===== src/rtl/mips_pkg.sv =====
// Shared pipeline types and sizes for the decode-stage hazard scoreboard.
package mips_pkg;

  localparam int unsigned REG_AW  = 5;
  localparam int unsigned REG_NUM = 32;
  localparam int unsigned CNT_W   = 6;

  typedef enum logic [1:0] {
    ST_RUN    = 2'd0,
    ST_DRAIN  = 2'd1,
    ST_HALTED = 2'd2
  } sb_state_e;

  typedef struct packed {
    logic [REG_AW-1:0] rs;
    logic [REG_AW-1:0] rt;
    logic [REG_AW-1:0] dest;
    logic              uses_rt;
    logic              writes;
  } issue_t;

  function automatic logic [CNT_W-1:0] popcount(input logic [REG_NUM-1:0] v);
    logic [CNT_W-1:0] c;
    c = '0;
    for (int i = 0; i < int'(REG_NUM); i++) begin
      c = c + CNT_W'(v[i]);
    end
    return c;
  endfunction

endpackage


===== src/rtl/stall_watchdog.sv =====
// Counts consecutive stalled cycles; raises a sticky timeout at STALL_LIMIT.
module stall_watchdog #(
  parameter int unsigned STALL_LIMIT = 255
) (
  input  logic clk,
  input  logic reset,
  input  logic count_en,
  input  logic clr,
  output logic timeout
);

  localparam int unsigned CW = 8;

  logic [CW-1:0] cnt_q, cnt_d;
  logic          timeout_q, timeout_d;

  // Saturating run-length counter; any non-stalled cycle restarts it.
  always_comb begin
    cnt_d     = '0;
    timeout_d = timeout_q;
    if (!clr && count_en) begin
      cnt_d = (cnt_q == CW'(STALL_LIMIT)) ? cnt_q : cnt_q + CW'(1);
    end
    if (cnt_d == CW'(STALL_LIMIT)) begin
      timeout_d = 1'b1;
    end
  end

  always_ff @(posedge clk or posedge reset) begin
    if (reset) begin
      cnt_q     <= '0;
      timeout_q <= 1'b0;
    end else begin
      cnt_q     <= cnt_d;
      timeout_q <= timeout_d;
    end
  end

  assign timeout = timeout_q;

endmodule


===== src/rtl/hazard_scoreboard.sv =====
// Register-busy scoreboard for decode: RAW/WAW stall generation, drain/halt
// control and a stall watchdog.
module hazard_scoreboard
  import mips_pkg::*;
#(
  parameter int unsigned STALL_LIMIT = 255
) (
  input  logic              clk,
  input  logic              reset,
  input  logic              issue_valid,
  input  logic [REG_AW-1:0] issue_rs,
  input  logic [REG_AW-1:0] issue_rt,
  input  logic              issue_uses_rt,
  input  logic [REG_AW-1:0] issue_dest,
  input  logic              issue_writes,
  input  logic              wb_valid,
  input  logic [REG_AW-1:0] wb_dest,
  input  logic              flush,
  input  logic              drain_req,
  input  logic              resume,
  output logic              stall,
  output logic              issue_fire,
  output logic [REG_NUM-1:0] busy_vec,
  output logic [CNT_W-1:0]  pending_cnt,
  output logic              drain_done,
  output logic              timeout
);

  sb_state_e          state_q, state_d;
  logic [REG_NUM-1:0] busy_q, busy_d;
  logic [CNT_W-1:0]   pend_q, pend_d;
  logic               drain_done_q, drain_done_d;
  logic               run_c;
  logic               hazard_c;
  issue_t             iss;

  always_comb begin
    iss.rs      = issue_rs;
    iss.rt      = issue_rt;
    iss.dest    = issue_dest;
    iss.uses_rt = issue_uses_rt;
    iss.writes  = issue_writes;
  end

  // FSM state register
  always_ff @(posedge clk or posedge reset) begin
    if (reset) state_q <= ST_RUN;
    else       state_q <= state_d;
  end

  // FSM next-state
  always_comb begin
    state_d = state_q;
    case (state_q)
      ST_RUN:    if (drain_req)      state_d = ST_DRAIN;
      ST_DRAIN:  if (busy_q == '0)   state_d = ST_HALTED;
      ST_HALTED: if (resume)         state_d = ST_RUN;
      default:                       state_d = ST_RUN;
    endcase
  end

  // FSM outputs
  always_comb begin
    run_c        = (state_q == ST_RUN);
    drain_done_d = (state_d == ST_HALTED);
  end

  // Hazard reads registered busy bits only: a write-back frees its register
  // for issue one cycle later, matching register-file write-then-read.
  always_comb begin
    hazard_c = ((iss.rs != '0) && busy_q[iss.rs])
            || (iss.uses_rt && (iss.rt != '0) && busy_q[iss.rt])
            || (iss.writes && (iss.dest != '0) && busy_q[iss.dest]);
    stall      = !reset && issue_valid && (hazard_c || !run_c);
    issue_fire = !reset && issue_valid && !stall;
  end

  // Clear, then set (set wins), then flush (overrides both).
  always_comb begin
    busy_d = busy_q;
    if (wb_valid && (wb_dest != '0)) busy_d[wb_dest] = 1'b0;
    if (issue_fire && iss.writes && (iss.dest != '0)) busy_d[iss.dest] = 1'b1;
    if (flush) busy_d = '0;
    busy_d[0] = 1'b0;
    pend_d    = popcount(busy_d);
  end

  always_ff @(posedge clk or posedge reset) begin
    if (reset) begin
      busy_q       <= '0;
      pend_q       <= '0;
      drain_done_q <= 1'b0;
    end else begin
      busy_q       <= busy_d;
      pend_q       <= pend_d;
      drain_done_q <= drain_done_d;
    end
  end

  stall_watchdog #(
    .STALL_LIMIT (STALL_LIMIT)
  ) u_watchdog (
    .clk      (clk),
    .reset    (reset),
    .count_en (run_c && stall),
    .clr      (flush),
    .timeout  (timeout)
  );

  assign busy_vec    = busy_q;
  assign pending_cnt = pend_q;
  assign drain_done  = drain_done_q;

endmodule


===== config.mk =====
export PLATFORM = sky130hd
export DESIGN_NAME = hazard_scoreboard
export DESIGN_NICKNAME = d
export VERILOG_FILES = /design/src/rtl/mips_pkg.sv /design/src/rtl/stall_watchdog.sv /design/src/rtl/hazard_scoreboard.sv
export SDC_FILE = /design/constraint.sdc
export NUM_CORES = 1
export LEC_CHECK = 0
export ABC_CLOCK_PERIOD_IN_PS = 7300
export CORE_MARGIN = 10
export CORE_UTILIZATION = 45
export CTS_BUF_LIST = sky130_fd_sc_hd__clkbuf_8
export CTS_CLUSTER_DIAMETER = 120
export DETAILED_ROUTE_END_ITERATION = 10
export PLACE_DENSITY_LB_ADDON = 0.05
export SYNTH_ARGS = -nofsm -noshare
export SYNTH_HDL_FRONTEND = slang
export SYNTH_SLANG_ARGS = --single-unit

===== constraint.sdc =====
create_clock -name clk -period 7.3 [get_ports clk]
set_input_delay 1.46 -clock clk [delete_from_list [all_inputs] [get_ports clk]]
set_output_delay 1.46 -clock clk [all_outputs]
set_load 0.01 [all_outputs]

==> impl_metrics.tcl, run 1 <==
set metrics [dict create \
    rows 35 \
    worstSetupPathType "primary input to flop" \
    drv_slew 0 \
    multi_input_area_sq_mm 0.00282 \
    min_path_type "flop to flop" \
    hold_buffers 0 \
    io_pins 71 \
    grt_start_max_net_pins 50 \
    ys_ff_latch 49 \
    netlist_instances 438 \
    ir_worst_vdd_v 0.0000679 \
    worstSkewPairLatency_ns 0.31 \
    grt_pass1_vias 4097 \
    max_freq_mhz 137 \
    track_usage_pct 20.9 \
    post_synth.cell_area_avg_sq_um 9.50 \
    core_sq_mm 0.00911 \
    met1_usage_pct 26.6 \
    crit_path_top_delay_cell "mux4_2" \
    yosys.cell_types.count 54 \
    crit_arrival_ns 7.52 \
    synth_area_sq_mm 0.00416 \
    regToRegSetupSlack_ns 0.76 \
    comb_power_share_pct 25.3 \
    grt-ovfl-total 0 \
    synth_area_leader_cell "dfrtp_1" \
    p_sw_mw 0.201 \
    end_kind "flop" \
    cts_buffer_depth 2 \
    setup_viol 0 \
    antenna_cells 0 \
    totalWireLength_mm 13.7 \
    clock_sinks 49 \
    synthTopCellsByArea "dfrtp_1, fa_1, mux4_2, nor2b_1, nand3b_1" \
    synth_top_area_share_pct 29.5 \
    dp_hpwl_mm 10.6 \
    status "finished, final reports clean" \
    drc 0 \
    nFillCells 817 \
    gp_congestion 0.895 \
    finalCritPeriodShare_pct 99.6 \
    worst_path_largest_cell_delay_ns 0.52 \
    top_usage_layer "met2" \
    crit_path_start "issue_rt[1]" \
    cp-start-kind "primary input" \
    postLayoutCoreUtil_pct 61.7 \
    numPortBuffers 69 \
    leakagePower_nw 2.39 \
    required_ns 7.54 \
    design.die.area_sq_mm 0.0135 \
    hold_path.startpoint "u_watchdog.timeout" \
    synth-seq-area-share_pct 29.5 \
    wl_per_cell_um 20.5 \
    antenna_found_initial 0 \
    cts_buffers 5 \
    drtPass1Iterations 7 \
    synth_edf_count 0 \
    syn_nets 498 \
    finalClockSkew_ns 0.0142 \
    initial_core_util_pct 45.7 \
    critPathMostFrequentCell "fa_1" \
    swShare_pct 30.3 \
    async_flop_share_pct 100 \
    finalSetupTns_ns 0 \
    rsz0062_at_grt "true" \
    crit_fanout 5 \
    use_met2_pct 34.9 \
    hold_violations 0 \
    root_buffer "clkbuf_8" \
    clockPowerShare_pct 30.8 \
    post-route-min-period_ns 7.27 \
    synth-main-ff-cell "dfrtp_1" \
    die-width_um 116 \
    cts_tree "built" \
    die_h_um 116 \
    worst_pin_slew_ns 0.655 \
    vias 3925 \
    fin_nets 616 \
    cellPowerDensity_mw_per_mm2 118 \
    regArea_sq_mm 0.00123 \
    grt_pass1_wl_mm 22.0 \
    r2r_start "busy_vec[6]" \
    intPower_mw 0.463 \
    antenna_left 0 \
    cap_violations 0 \
    syn2layout_area_growth_pct 35.0 \
    drive_above_1_share_pct 22.8 \
    h-tree-depth 2 \
    drt_iter0_drc 352 \
    pwr-share-seq_pct 43.9 \
    slew_headroom_pct 56.3 \
    viasPerCell 5.88 \
    yosysWarnings 0 \
    clkTransAtPathRegs_ns 0.10 \
    grtUsageMet3_pct 4.01 \
]
-- kinds of logic (layout without fill, tap and decap cells) --
| kind of cell | count (synthesis) | count (layout) | share of synthesized area, % |
|---|---|---|---|
| xor+xnor | 9 | 9 | 1.89 |
| flops | 49 | 49 | 29.5 |
| buf+inv | 53 | 170 | 5.56 |
| mux | 31 | 31 | 12.7 |
| simple gates | 175 | 177 | 23.8 |
| other cells | 1 | 1 | 0.0901 |
| fa+ha+maj | 31 | 31 | 13.5 |
| compound gates | 89 | 89 | 13.0 |
-- final timing paths --
check	cells after the start	to
worst max-delay path	25	pending_cnt[4]
worst min-delay path	1	u_watchdog.timeout
min in group asynchronous	3	u_watchdog.cnt_q[1]
worst max register to register	24	pending_cnt[4]
worst min register to register	1	u_watchdog.timeout
max in group asynchronous	3	busy_vec[31]
-- routing by layer --
layer  vias to the layer above  part of all wire (%)  routed length, um
met3                        24                   7.2                984
met5                         -                     0                  0
met2                       159                    49               6690
met4                         0                   2.6                354
met1                      1928                    41               5630
li1                       1814                     -                  -
-- Yosys cell counts, types with 2 or more instances --
cell / count
nor3_1: 7
o21ai_0: 24
a21oi_1: 5
mux2i_1: 8
a31oi_1: 3
xor2_1: 3
fa_1: 23
nor2_1: 25
dfrtp_1: 49
nand4_1: 4
nor2b_1: 27
a21o_1: 2
buf_6: 3
mux2_2: 5
o31ai_1: 2
buf_2: 5
nand2_1: 38
o21ai_1: 24
o22ai_1: 3
xnor2_1: 6
nand3b_1: 22
o21a_1: 16
ha_1: 8
nand4b_1: 2
nand2b_1: 7
o211a_1: 2
nand3_1: 19
nor4_1: 10
and3_1: 2
inv_1: 30
a22oi_1: 2
mux4_2: 17
clkbuf_1: 14
-- cells in the final DEF, fill, tap and decap left out, drive strengths merged, types with 3 or more instances in the layout --
cell type / synthesis / layout
a21oi: 5 / 5
a31oi: 3 / 3
buf: 9 / 66
clkbuf: 14 / 6
clkdlybuf4s50: 0 / 58
dfrtp: 49 / 49
dlygate4sd2: 0 / 4
fa: 23 / 23
ha: 8 / 8
inv: 30 / 30
mux2: 6 / 6
mux2i: 8 / 8
mux4: 17 / 17
nand2: 38 / 38
nand2b: 7 / 7
nand3: 20 / 22
nand3b: 22 / 22
nand4: 5 / 5
nand4b: 3 / 3
nor2: 25 / 25
nor2b: 27 / 27
nor3: 8 / 8
nor4: 11 / 11
o21a: 16 / 16
o21ai: 48 / 48
o22ai: 3 / 3
xnor2: 6 / 6
xor2: 3 / 3
-- flip-flops by register name, indices dropped and copies added (netlist names) --
signal	cells
u_watchdog.cnt_q	8
busy_vec	31
state_q	2
u_watchdog.timeout	1
pending_cnt	6
drain_done	1
-- per-stage QoR --
step	area, sq um	hold WS [ns]	total power, mW	worst slack [ns]	instances
after floorplan	4210	0.494	0.375	-0.139	438
after global placement	5330	0.450	0.443	-0.822	649
after detailed placement	5330	0.454	0.444	-0.990	649
after CTS	5550	0.476	0.665	0.0000471	667
after global routing	5620	0.482	0.701	-0.261	668
final	5620	0.475	0.664	0.0266	668
-- power by group through the flow --
stage	Combinational (mW)	Sequential, mW	Clock (mW)
CTS	0.163	0.292	0.211
global placement	0.146	0.297	0
detailed placement	0.147	0.297	0
finish	0.168	0.292	0.205
floorplan	0.0810	0.294	0
global route	0.183	0.293	0.224
-- worst max-delay path, delay by kind of cell --
kind / cells / cell delay, ns
AO/OA/AOI/OAI: 5 / 0.90
adder cells (fa/ha/maj): 8 / 3.46
AND/OR/NAND/NOR: 3 / 0.40
buffers and inverters: 7 / 0.65
XOR/XNOR: 1 / 0.13
multiplexers: 1 / 0.52
-- final cells by class --
| class | instances | share of cell area (%) |
|---|---|---|
| multi-input cells | 338 | 50.2 |
| well taps | 111 | 2.47 |
| repair buffers | 132 | 21.4 |
| clock buffers | 5 | 1.23 |
| inverters | 30 | 2.07 |
| clock inverters | 3 | 0.780 |
| flip-flops and latches | 49 | 21.8 |
-- timing repair --
action / CTS / global route
cloned: 3 / 0
pin swaps: 11 / 6
setup buffers: 7 / 1
resized for setup: 32 / 24
setup endpoints to repair: 6 / 5
(Power assumes the default switching activity.)
==> run 2, diff against run 1 <==
--- a/config.mk
+++ b/config.mk
@@ -11,7 +11,9 @@
 export CTS_BUF_LIST = sky130_fd_sc_hd__clkbuf_8
 export CTS_CLUSTER_DIAMETER = 120
 export DETAILED_ROUTE_END_ITERATION = 10
+export MAX_ROUTING_LAYER = met4
 export PLACE_DENSITY_LB_ADDON = 0.05
+export SLEW_MARGIN = 40
 export SYNTH_ARGS = -nofsm -noshare
 export SYNTH_HDL_FRONTEND = slang
 export SYNTH_SLANG_ARGS = --single-unit
==> run 2 against run 1 <==
  * Die area did not move
  * Critical path depth rose by 3
  * Register-to-register slack barely moved
  * First-iteration DRC count fell by 25%
  * Clock power barely moved
  * Critical endpoint unchanged
  * Global-route usage rose by 1.0 points
==> impl_metrics.tcl, run 2 (synthesis gave the netlist of run 1 again) <==
set metrics [dict create \
    min_path_type "flop to flop" \
    clock_sinks 49 \
    io_pins 71 \
    grt_pass1_vias 4039 \
    dp_hpwl_mm 10.8 \
    grt_pass1_wl_mm 22.4 \
    rows 35 \
    drc 0 \
    cts_buffers 5 \
    finalClockSkew_ns 0.00931 \
    die-width_um 116 \
    worst_pin_slew_ns 0.665 \
    antenna_found_initial 0 \
    syn2layout_area_growth_pct 36.9 \
    cts_tree "built" \
    holdWs_ns 0.474 \
    placed_area_sq_mm 0.00535 \
    cts_buffer_depth 2 \
    largest_reg_flops 31 \
    drv_slew 0 \
    required_ns 7.55 \
    cp-start-kind "primary input" \
    numPortBuffers 69 \
    antenna_cells 0 \
    h-tree-depth 2 \
    regToRegSetupSlack_ns 0.76 \
    fin_nets 621 \
    status "finished, final reports clean" \
    leakagePower_nw 2.46 \
    whs_path_depth 1 \
    design.die.area_sq_mm 0.0135 \
    setup_slack_ns 0.0190 \
    initial_core_util_pct 45.7 \
    clkTransAtPathRegs_ns 0.10 \
    min_to "u_watchdog.timeout" \
    viasPerCell 5.76 \
    layout_common_cells "buf_4, clkdlybuf4s50_1, dfrtp_1, nand2_1" \
    end_kind "flop" \
    totalWireLength_mm 13.9 \
    gp_congestion 0.916 \
    drt_iter0_drc 264 \
    worstSkewPairLatency_ns 0.32 \
    core_sq_mm 0.00911 \
    hold_buffers 0 \
    hold_path.startpoint "u_watchdog.timeout" \
    setup_viol 0 \
    worstSetupPathType "primary input to flop" \
    slew_headroom_pct 55.7 \
    post-route-min-period_ns 7.28 \
    nFillCells 793 \
    design_area_sq_mm 0.00570 \
    reg2reg_to "pending_cnt[4]" \
    pre_cts_slack_ns -0.982 \
    final_common_cell "buf_4" \
    die_h_um 116 \
    crit_fanout 7 \
    track_usage_pct 21.9 \
    rsz0062_at_grt "true" \
    crit_arrival_ns 7.53 \
    vias 3878 \
    root_buffer "clkbuf_8" \
    ir_worst_vdd_v 0.0000855 \
    grt-ovfl-total 0 \
    reg2reg_depth 26 \
    max_freq_mhz 137 \
    antenna_left 0 \
    drtPass1Iterations 5 \
    r2r_start "busy_vec[4]" \
    hold_violations 0 \
    cellPowerDensity_mw_per_mm2 118 \
    finalCritPeriodShare_pct 99.7 \
    cap_violations 0 \
    drive_above_1_share_pct 23.8 \
    grt_start_max_net_pins 50 \
    wl_per_cell_um 20.6 \
]
-- run 2: cell types whose count changed in the layout (fill, tap and decap cells not counted), sizes merged --
cell and change:
buf +5, dlygate4sd2 +2, clkdlybuf4s15 -1, nand3 -1
-- run 2: worst max path at each step --
stage | startpoint | to | slack, ns | cells after the start
global route | issue_dest[0] | pending_cnt[4] | -0.22 | 28
CTS | issue_dest[0] | pending_cnt[4] | -0.05 | 26
floorplan | issue_dest[0] | pending_cnt[4] | -0.14 | 25
detailed placement | issue_dest[0] | pending_cnt[4] | -0.98 | 25
global placement | issue_dest[0] | pending_cnt[4] | -0.83 | 25
finish | issue_rs[0] | pending_cnt[4] | 0.02 | 28
-- run 2: per-stage QoR --
stage / cells / TNS (ns) / util (%) / total power, mW
floorplan: 438 / -0.155 / - / 0.375
global placement: 651 / -3.88 / 58.7 / 0.443
detailed placement: 651 / -4.69 / 58.7 / 0.445
CTS: 671 / -0.0513 / 61.5 / 0.669
global route: 673 / -0.595 / 62.5 / 0.704
finish: 673 / 0 / 62.5 / 0.670
-- run 2: per-layer routing --
metal,share of wire (%),GRT usage (%),routed length (um)
met1,42,27.9,5820
met2,49,34.4,6830
met3,6.3,4.16,870
met4,2.5,7.42,350
met5,0,-,0
-- run 2: area by class of cell --
cell class / instances / area (sq um) / share of cell area (%)
Clock inverter: 3 / 43.8 / 0.769
Inverter: 30 / 116 / 2.04
Clock buffer: 5 / 68.8 / 1.21
Multi-Input combinational cell: 337 / 2850 / 50.1
Sequential cell: 49 / 1230 / 21.5
Tap cell: 111 / 139 / 2.44
Timing Repair Buffer: 138 / 1250 / 21.9
-- run 2: repair_timing --
action | 4_1_cts | 5_1_grt
setup buffers | 10 | 2
setup endpoints to repair | 6 | 5
gates cloned | 2 | 0
resized for setup | 40 | 19
pin swaps | 19 | 13
-- run 2: power by group --
group | switching, mW | internal [mW] | total, mW
Clock | 0.104 | 0.103 | 0.207
Combinational | 0.0869 | 0.0842 | 0.171
Sequential | 0.0112 | 0.280 | 0.291
-- run 2: critical path, cell delays in order --
cell,delay [ns]
dlygate4sd2_1,0.24
buf_12,0.14
mux4_2,0.48
mux2i_1,0.18
and3_1,0.19
a21oi_2,0.06
nor3_4,0.22
buf_6,0.16
nand3_4,0.11
buf_6,0.16
o21ai_4,0.15
fa_1,0.44
inv_1,0.09
fa_1,0.41
inv_1,0.08
fa_1,0.42
inv_2,0.08
fa_1,0.42
fa_1,0.46
fa_1,0.50
inv_1,0.05
fa_2,0.34
inv_2,0.07
fa_2,0.19
inv_1,0.04
a21o_1,0.16
a21oi_2,0.13
xnor2_1,0.12
==> run 3, diff against run 2 <==
--- a/config.mk
+++ b/config.mk
@@ -6,13 +6,16 @@
 export NUM_CORES = 1
 export LEC_CHECK = 0
 export ABC_CLOCK_PERIOD_IN_PS = 7300
+export CORE_ASPECT_RATIO = 0.8
 export CORE_MARGIN = 10
 export CORE_UTILIZATION = 45
 export CTS_BUF_LIST = sky130_fd_sc_hd__clkbuf_8
 export CTS_CLUSTER_DIAMETER = 120
 export DETAILED_ROUTE_END_ITERATION = 10
+export GPL_TIMING_DRIVEN = 0
 export MAX_ROUTING_LAYER = met4
 export PLACE_DENSITY_LB_ADDON = 0.05
+export SETUP_SLACK_MARGIN = 0.05
 export SLEW_MARGIN = 40
 export SYNTH_ARGS = -nofsm -noshare
 export SYNTH_HDL_FRONTEND = slang
==> run 3 against run 2 <==
  * The run now ends with negative setup slack left
  * Sequential share of layout area grew 1.2 points
  * First-iteration DRC count grew 36%
  * Setup slack lost 0.13 ns
  * Critical path depth shrank 3
  * Non-clock buffer count shrank 34
  * Global-route usage shrank 1.3 points
  * Critical path type unchanged
==> impl_metrics.tcl, run 3 (synthesis gave the netlist of run 1 again) <==
set metrics [dict create \
    finalSetupTns_ns -0.253 \
    h-tree-depth 2 \
    required_ns 7.55 \
    io_pins 71 \
    status "finished with violations" \
    die_h_um 106 \
    clkTransAtPathRegs_ns 0.10 \
    nFillCells 778 \
    drv_slew 0 \
    setup_slack_ns -0.108 \
    cts_buffers 5 \
    drt_iter0_drc 358 \
    grt_pass1_vias 3792 \
    drtPass1Iterations 5 \
    root_buffer "clkbuf_8" \
    min_path_type "flop to flop" \
    violations "negative setup slack" \
    die-width_um 128 \
    worst_pin_slew_ns 0.628 \
    antenna_found_initial 0 \
    grt_pass1_wl_mm 21.5 \
    setup_viol 4 \
    cellPowerDensity_mw_per_mm2 122 \
    cts_tree "built" \
    wl_met2_mm 6.16 \
    end_kind "flop" \
    track_usage_pct 20.6 \
    hold_violations 0 \
    wl_per_cell_um 21.0 \
    crit_fanout 6 \
    grt_start_max_net_pins 23 \
    met3_wirelength_mm 1.22 \
    crit_arrival_ns 7.65 \
    ir_worst_vdd_v 0.0000883 \
    layout_common_cells "clkdlybuf4s50_1, dfrtp_1, nand2_1, nor2b_1, o21ai_1" \
    drc 0 \
    drive_above_1_share_pct 18.2 \
    antenna_left 0 \
    rows 31 \
    path_buf_inv 7 \
    antenna_cells 0 \
    syn2layout_area_growth_pct 29.6 \
    dp_hpwl_mm 10.4 \
    initial_core_util_pct 46.0 \
    largest_reg_flops 31 \
    m1WireLength_mm 5.91 \
    cap_violations 0 \
    grt-ovfl-total 0 \
    crit_cells 25 \
    top_layer "met4" \
    core_sq_mm 0.00904 \
    rsz0062_at_grt "true" \
    crit_family "adder cells" \
    design.die.area_sq_mm 0.0135 \
    critPathMostFrequentCell "fa_1" \
    whs_path_depth 1 \
    max_freq_mhz 135 \
    pre_cts_slack_ns -1.16 \
    finalCritPeriodShare_pct 101 \
    fin_nets 587 \
    crit_path_top_delay_cell "fa_1" \
    vias 3856 \
    slew_headroom_pct 57.8 \
    worstSetupPathType "primary input to flop" \
    numPortBuffers 59 \
    cts_buffer_depth 2 \
    finalClockSkew_ns 0.00750 \
    cp-start-kind "primary input" \
    gp_congestion 0.926 \
    worst_path_largest_cell_delay_ns 0.53 \
    leakagePower_nw 2.23 \
    clock_sinks 49 \
    totalWireLength_mm 13.5 \
    total_power_mw 0.656 \
    final_common_cell "clkdlybuf4s50_1" \
    reg2reg_depth 24 \
    post-route-min-period_ns 7.41 \
    worstSkewPairLatency_ns 0.31 \
    viasPerCell 6.00 \
]
## run 3: cell types whose count changed in the layout (fill, tap and decap cells not counted), sizes merged
cell           previous run  this run
dlymetal6s2s              2         0
clkdlybuf4s50            58        54
buf                      71        32
dlygate4sd2               6         4
clkbuf                    6        19
## run 3: final timing paths
kind	start	to	slack [ns]
setup / recovery	issue_dest[0]	pending_cnt[4]	-0.11
hold reg to reg	u_watchdog.timeout	u_watchdog.timeout	0.48
setup reg to reg	busy_vec[4]	pending_cnt[4]	0.65
min in group asynchronous	reset	pending_cnt[1]	1.47
max in group asynchronous	reset	busy_vec[30]	5.24
hold / removal	u_watchdog.timeout	u_watchdog.timeout	0.48
## run 3: layout make-up
type | count | area (sq um) | share of cell area, %
buffer | 23 | 179 | 3.32
clock buffer | 5 | 68.8 | 1.28
clock inverter | 3 | 42.5 | 0.789
inverter | 30 | 116 | 2.16
multi-input combinational | 337 | 2810 | 52.1
sequential | 49 | 1230 | 22.7
tap | 115 | 144 | 2.67
timing repair buffer | 81 | 807 | 15.0
## run 3: through the flow
step,cells,hold WS (ns),cell area (sq um),utilization [%]
after CTS,636,0.478,5290,58.5
final,643,0.476,5390,59.7
after global routing,643,0.505,5390,59.7
after detailed placement,614,0.455,5000,55.3
after global placement,612,0.456,4940,54.7
after floorplan,438,0.494,4210,-
## run 3: worst reg2reg max path: cells and delay by family, from the launching register on
kind,cells,cell delay [ns]
compound gates,3,0.48
fa+ha+maj,8,3.49
mux,1,0.52
flops,1,0.49
buf+inv,6,0.42
xor+xnor,1,0.12
simple gates,5,1.03
## run 3: metal layers
| layer | up-vias | global-route usage (%) |
|---|---|---|
| li1 | 1742 | - |
| met1 | 1901 | 27.5 |
| met2 | 194 | 31.0 |
| met3 | 19 | 4.27 |
| met4 | 0 | 5.68 |
| met5 | - | - |
## run 3: power by group
group / switching [mW] / internal, mW / total [mW]
clock network: 0.102 / 0.102 / 0.204
registers: 0.0121 / 0.280 / 0.292
logic: 0.0844 / 0.0755 / 0.160
## run 3: timing repair
| item | 4_1_cts | 5_1_grt |
|---|---|---|
| setup buffers | 12 | 7 |
| gates resized for setup | 34 | 15 |
| hold buffers | 0 | 0 |
| cloned | 2 | 0 |
| pin swaps | 15 | 5 |
| endpoints found under the setup margin | 6 | 5 |
